$ cat src/rtl/sha1_pkg.sv
// Shared SHA-1 types and constants for the padder and future sha1 refactors.
package sha1_pkg;

    localparam int unsigned SHA1_BLOCK_BITS = 512;
    localparam int unsigned SHA1_LEN_BITS   = 64;
    localparam logic [7:0]  SHA1_PAD_BYTE   = 8'h80;
    localparam int unsigned SHA1_LEN_SLOT   = 56;

    typedef enum logic [2:0] {
        FILL,
        FULL,
        PAD,
        SPILL,
        LAST
    } sha1_pad_state_t;

endpackage

$ cat src/rtl/sha1_padder_if.sv
// Byte-in / block-out handshake bundle for sha1_padder.
interface sha1_padder_if;
    import sha1_pkg::*;

    logic                       in_valid;
    logic [7:0]                 in_data;
    logic                       in_last;
    logic                       in_ready;
    logic                       block_valid;
    logic [SHA1_BLOCK_BITS-1:0] block_data;
    logic                       block_last;
    logic                       block_ready;
    logic                       busy;

    // master: the padder, producing blocks from the byte stream
    modport master (
        input  in_valid, in_data, in_last, block_ready,
        output in_ready, block_valid, block_data, block_last, busy
    );

    // slave: the environment feeding bytes and consuming blocks
    modport slave (
        output in_valid, in_data, in_last, block_ready,
        input  in_ready, block_valid, block_data, block_last, busy
    );

endinterface

$ cat src/rtl/sha1_padder.sv
// Packs a byte stream into 512-bit SHA-1 blocks with 0x80 marker, zero fill
// and a big-endian 64-bit bit-length trailer.
module sha1_padder
    import sha1_pkg::*;
#(
    parameter int unsigned LEN_BITS = SHA1_LEN_BITS
) (
    input  logic          clk,
    input  logic          reset_n,
    sha1_padder_if.master bus
);

    localparam int unsigned CNT_BITS = LEN_BITS - 3;

    sha1_pad_state_t            state_q, state_d;
    logic [SHA1_BLOCK_BITS-1:0] buf_q, buf_d;
    logic [5:0]                 pos_q, pos_d;
    logic [CNT_BITS-1:0]        cnt_q, cnt_d;
    logic                       ended_q, ended_d;

    logic                       accept;
    logic                       handshake;
    logic [LEN_BITS-1:0]        bit_len;
    logic [8:0]                 wr_hi;

    assign accept    = bus.in_valid && (state_q == FILL);
    assign handshake = bus.block_ready &&
                       ((state_q == FULL) || (state_q == SPILL) || (state_q == LAST));
    assign bit_len   = {cnt_q, 3'b000};
    assign wr_hi     = 9'd511 - {pos_q, 3'b000};

    always_ff @(posedge clk or negedge reset_n) begin
        if (!reset_n) begin
            state_q <= FILL;
        end else begin
            state_q <= state_d;
        end
    end

    always_comb begin
        state_d = state_q;
        case (state_q)
            FILL: begin
                // pos wraps to 0 on the 64th byte; FULL itself marks the full buffer
                if (accept) begin
                    if (pos_q == 6'd63) begin
                        state_d = FULL;
                    end else if (bus.in_last) begin
                        state_d = PAD;
                    end
                end
            end
            FULL: begin
                if (handshake) begin
                    state_d = ended_q ? PAD : FILL;
                end
            end
            PAD: begin
                state_d = (pos_q < 6'(SHA1_LEN_SLOT)) ? LAST : SPILL;
            end
            SPILL: begin
                if (handshake) begin
                    state_d = LAST;
                end
            end
            LAST: begin
                if (handshake) begin
                    state_d = FILL;
                end
            end
            default: state_d = FILL;
        endcase
    end

    always_comb begin
        bus.in_ready    = (state_q == FILL);
        bus.block_valid = (state_q == FULL) || (state_q == SPILL) || (state_q == LAST);
        bus.block_last  = (state_q == LAST);
        bus.block_data  = buf_q;
        bus.busy        = !((state_q == FILL) && (pos_q == '0) && (cnt_q == '0));
    end

    always_comb begin
        buf_d   = buf_q;
        pos_d   = pos_q;
        cnt_d   = cnt_q;
        ended_d = ended_q;
        case (state_q)
            FILL: begin
                if (accept) begin
                    buf_d[wr_hi -: 8] = bus.in_data;
                    pos_d             = pos_q + 6'd1;
                    cnt_d             = cnt_q + CNT_BITS'(1);
                    if (pos_q == 6'd63) begin
                        ended_d = bus.in_last;
                    end
                end
            end
            FULL: begin
                if (handshake) begin
                    buf_d = '0;
                    pos_d = '0;
                end
            end
            PAD: begin
                buf_d[wr_hi -: 8] = SHA1_PAD_BYTE;
                if (pos_q < 6'(SHA1_LEN_SLOT)) begin
                    buf_d[LEN_BITS-1:0] = bit_len;
                end
            end
            SPILL: begin
                if (handshake) begin
                    buf_d               = '0;
                    buf_d[LEN_BITS-1:0] = bit_len;
                end
            end
            LAST: begin
                if (handshake) begin
                    buf_d   = '0;
                    pos_d   = '0;
                    cnt_d   = '0;
                    ended_d = 1'b0;
                end
            end
            default: ;
        endcase
    end

    always_ff @(posedge clk or negedge reset_n) begin
        if (!reset_n) begin
            buf_q   <= '0;
            pos_q   <= '0;
            cnt_q   <= '0;
            ended_q <= 1'b0;
        end else begin
            buf_q   <= buf_d;
            pos_q   <= pos_d;
            cnt_q   <= cnt_d;
            ended_q <= ended_d;
        end
    end

endmodule

$ cat src/flat_wrapper.sv
// flat-port wrapper written by rule: the top's interface ports become plain ports
module sha1_padder_flat import sha1_pkg::*;
#(
    parameter int unsigned LEN_BITS = SHA1_LEN_BITS
)
  (clk, reset_n, bus_in_valid, bus_in_data, bus_in_last, bus_block_ready, bus_in_ready, bus_block_valid, bus_block_data, bus_block_last, bus_busy);
  sha1_padder_if bus_i ();
  input  logic clk;
  input  logic reset_n;
  input wire logic [$bits(bus_i.in_valid)-1:0] bus_in_valid;
  input wire logic [$bits(bus_i.in_data)-1:0] bus_in_data;
  input wire logic [$bits(bus_i.in_last)-1:0] bus_in_last;
  input wire logic [$bits(bus_i.block_ready)-1:0] bus_block_ready;
  output wire logic [$bits(bus_i.in_ready)-1:0] bus_in_ready;
  output wire logic [$bits(bus_i.block_valid)-1:0] bus_block_valid;
  output wire logic [$bits(bus_i.block_data)-1:0] bus_block_data;
  output wire logic [$bits(bus_i.block_last)-1:0] bus_block_last;
  output wire logic [$bits(bus_i.busy)-1:0] bus_busy;
  assign bus_i.in_valid = bus_in_valid;
  assign bus_i.in_data = bus_in_data;
  assign bus_i.in_last = bus_in_last;
  assign bus_i.block_ready = bus_block_ready;
  assign bus_in_ready = bus_i.in_ready;
  assign bus_block_valid = bus_i.block_valid;
  assign bus_block_data = bus_i.block_data;
  assign bus_block_last = bus_i.block_last;
  assign bus_busy = bus_i.busy;
  sha1_padder #(.LEN_BITS(LEN_BITS)) u_core (.clk(clk), .reset_n(reset_n), .bus(bus_i));
endmodule
$ cat config.mk
export PLATFORM = sky130hd
export DESIGN_NAME = sha1_padder_flat
export DESIGN_NICKNAME = d
export VERILOG_FILES = /design/src/rtl/sha1_pkg.sv /design/src/rtl/sha1_padder_if.sv /design/src/rtl/sha1_padder.sv /design/src/flat_wrapper.sv
export SDC_FILE = /design/constraint.sdc
export NUM_CORES = 1
export LEC_CHECK = 0
export CORE_ASPECT_RATIO = 0.5
export CORE_MARGIN = 4
export CORE_UTILIZATION = 32
export DETAILED_ROUTE_END_ITERATION = 10
export PLACE_DENSITY = 0.51
export REMOVE_ABC_BUFFERS = 1
export SETUP_SLACK_MARGIN = 0.4
export SYNTH_ARGS = -nofsm -noshare
export SYNTH_HDL_FRONTEND = slang
export SYNTH_SLANG_ARGS = --single-unit
$ cat constraint.sdc
create_clock -name clk -period 3.8 [get_ports clk]
set_input_delay 0.95 -clock clk [delete_from_list [all_inputs] [get_ports clk]]
set_output_delay 0.95 -clock clk [all_outputs]
set_load 0.005 [all_outputs]
==> impl.org <==
** Worst setup path
- Endpoint kind of the worst setup timing path :: output port
- For the worst setup path, the data arrival time is about 2.5 ns.
- The largest individual stage delay along the critical path comes from the cell dfrtp_1.
- The worst setup path is launched from a flop.
- CP Data Required Time :: roughly 2.9 ns
- Start-to-end type of the worst setup path :: flop to output port
- Cell-by-cell trace of the critical path :: nor4b_4 > buf_4 > nand4_1 > nor4_4 > nand4_1 > buf_2
- For this run, the slowest stage of the critical path takes approximately 0.51 ns.
- Among the stages of the critical path, the cell type that occurs most often is nand4_1.
- Peak fanout along the critical path :: 8

** Die
- Site row count :: 75
- Initial standard-cell utilization of the core :: about 32%
- around 530 I/O pins were placed.
- The die is approximately 210 um tall.
- Overall die area :: just over 90000 sq um
- Core Footprint :: 84300 sq um
- Overall die width :: about 420 um

** Timing
- Count of final max-slew check failures :: 0
- Setup violations remaining at the end of the flow were counted as 0.
- Min cycle time layout :: approximately 3.4 ns
- Worst slew pin tran :: between 1 and 1.5 ns
- RSZ-0062 raised after global routing :: yes
- The number of failing hold endpoints at the final stage is 0.
- Once routing completed, OpenROAD measured the worst setup slack at 0.377 ns.
- Setup total negative slack on the finished layout was measured at 0 ns.
- On the final layout, the worst clock skew is a little over 0.02 ns.
- Relative max-transition margin :: approximately 15%
- Maximum achievable frequency :: between 200 and 300 MHz
- After layout, the worst path uses approximately nine tenths of the clock period.

** Global routing
- First-pass GRT wire length :: about 180000 um
- Entering global routing, the biggest net connects between 100 and 150 pins.
- The number of global-route vias before repair came to 25000.
- Number of antenna violations at the first check in global routing :: 3
- After global routing the overflow that remains totals 0.
- Combined global-route utilization of all metal layers :: 26.4%

** Detailed routing
- The routed layout has 25100 vias.
- The first detailed-routing pass took 6 iterations.
- Post-detailed-route wirelength per cell :: 27.6 um
- Vias per cell :: 5.57
- The detailed router finished its first iteration with approximately 2500 violations.
- After detailed routing, the number of remaining DRC violations is 0.
- Once detail routing completed, the nets flagged for antenna violations numbered 0.
- Drt total wl :: around 120000 um

** Clock tree
- CTS Root Buffer Type :: clkbuf_16
- The clock reaches the later pin of the worst-skew pair after approximately 0.64 ns.
- CTS clk-pin slew, worst paths :: 0.07 ns
- Deepest level of the CTS H-tree :: 2
- Clock tree synthesis found a total of between 500 and 600 sinks.
- The number of clock buffers added by TritonCTS is 56.
- TritonCTS clock tree :: yes
- The clock passes through at most 3 buffers.
- The number of hold buffers added after CTS was 0.

** Placed design
- HPWL after detailed placement :: ~90000 um
- RePlAce Congestion :: 0.925
- Input and output buffers added on the ports amount to 528.
- Setup WS pre-CTS :: between 0.15 and 0.2 ns

** Synthesis
- Syn avg cell area :: between 9 and 10 sq um
- Sequential area share after synthesis :: between 50% and 60%
- The synthesized design contains slightly below 600 register bits.
- The synthesized netlist occupies a cell area of 27300 sq um.
- Yosys printed 0 warnings.
- After synthesis, the share of flip-flops with an asynchronous set or reset is 100%.
- Primary FF master, synth :: dfrtp_1
- Synthesis produced a netlist whose cell count is approximately 2800.
- Number of synthesized flops with an enable pin :: 0
- Count of distinct cell types in the synthesized netlist :: 81

** Run status
- The run finished with clean final reports.

** Finish
- The library cell used most frequently in the layout, excluding fill and tap cells, is dfrtp_1.
- Fraction of final layout cells sized beyond drive strength 1 :: a little over a tenth
- In the layout the commonest cells are dfrtp_1, clkdlybuf4s50_1, nand2_1.
- Layout Area Growth over Synthesis :: 33.9%
- After the last flow step, the layout net total stands at around 3400.

** Power
- Across the VDD grid, the largest voltage drop is between 0.4 and 0.5 mV.
- Static leakage :: 0.0164 uW
- Power Dens Cells :: 547 nW/um^2

** Run
- Count of max-cap constraint violations :: 0

** Worst hold path
- The path class of the tightest hold or removal check is input pin to asynchronous set/reset pin.
[cell type report]
| type | instances | area, sq um |
|---|---|---|
| fillers | 8180 | 47600 |
| inverters | 33 | 126 |
| diodes | 1 | 2.50 |
| clock inverters | 25 | 299 |
| repair buffers | 678 | 6560 |
| clock buffers | 76 | 1580 |
| flip-flops and latches | 583 | 14600 |
| multi-input cells | 1991 | 12100 |
| well taps | 1116 | 1400 |
[cells in the mapped netlist (all sizes together) (8+ instances only)]
library cell | count | area share [%]
a32o | 10 | 0.37
nor4 | 24 | 0.85
o211ai | 15 | 0.46
nor3 | 38 | 0.86
ha | 8 | 0.37
clkbuf | 95 | 1.3
nand2 | 483 | 6.7
inv | 33 | 0.45
a32oi | 12 | 0.38
buf | 83 | 1.6
nor2 | 221 | 3.1
nand4 | 42 | 1.0
o31ai | 11 | 0.30
a21oi | 218 | 4.1
nand2b | 12 | 0.27
o2bb2ai | 47 | 1.5
or4 | 8 | 0.22
and2 | 28 | 0.64
a31oi | 14 | 0.32
o22ai | 8 | 0.21
dfrtp | 583 | 53
nand3 | 128 | 2.4
a22o | 48 | 1.5
and3 | 19 | 0.43
nor2b | 15 | 0.34
or2 | 16 | 0.37
o21a | 10 | 0.27
xor2 | 26 | 0.83
or3 | 45 | 1.0
o21ai | 149 | 2.9
a22oi | 43 | 1.2
mux2i | 214 | 7.8
[power by group]
part	switching, uW	internal [uW]
logic	5480	1930
clock network	2680	3260
registers	230	6440
total	8390	11600
[worst max-delay path, delay by kind of cell (launching register included)]
kind | cells | cell delay [ns]
buffers and inverters | 2 | 0.33
flip-flops | 1 | 0.51
AND/OR/NAND/NOR | 4 | 0.99
[path summary, 6_finish.rpt]
| check | depth (start not counted) | slack (ns) | endpoint | start |
|---|---|---|---|---|
| max reg2reg | 6 | 0.66 | flop | u_core.pos_q[3] |
| min in group clk | 2 | 0.48 | flop | flop |
| max in group asynchronous | 2 | 2.34 | asynchronous set/reset pin | reset_n |
| min reg2reg | 2 | 0.48 | flop | flop |
| min | 1 | 0.23 | asynchronous set/reset pin | reset_n |
| max | 6 | 0.38 | bus_busy | u_core.cnt_q[2] |
[routing by layer]
layer	vias to the layer above	share of wire, %	track usage, %
met5	-	0.013	0
met4	2	3.9	9.42
met3	207	7.5	5.03
met2	1096	46	42.5
met1	12800	42	35.7
li1	11000	-	-
[through the flow]
stage / cells / hold WS, ns / instance area (sq um) / utilization [%] / power, uW
6_report: 4503 / 0.229 / 36600 / 43.5 / 20000
5_1_grt: 4503 / 0.237 / 36600 / 43.5 / 20700
4_1_cts: 4495 / 0.217 / 36500 / 43.3 / 19900
3_5_place_dp: 4391 / 0.473 / 34600 / 41.0 / 13800
3_3_place_gp: 4391 / 0.467 / 34600 / 41.0 / 13800
2_1_floorplan: 2607 / 0.473 / 26600 / - / 9930
[cells by family after synthesis]
kind of cell	after synthesis	share of synthesized area [%]
and+or+nand+nor	1097	18.7
AOI/OAI and AO/OA	633	15.1
DFF	583	53.3
muxes	220	8.08
buffers and inverters	211	3.35
xor gates and xnor gates	33	1.06
adders and majority gates	8	0.366
[repair_timing]
action | CTS | global route
resized for setup | 24 | 14
setup buffers | 3 | 7
pin swaps | 3 | 4
endpoints found under the setup margin | 4 | 1
Note: power is estimated with default switching activity, not from simulation.
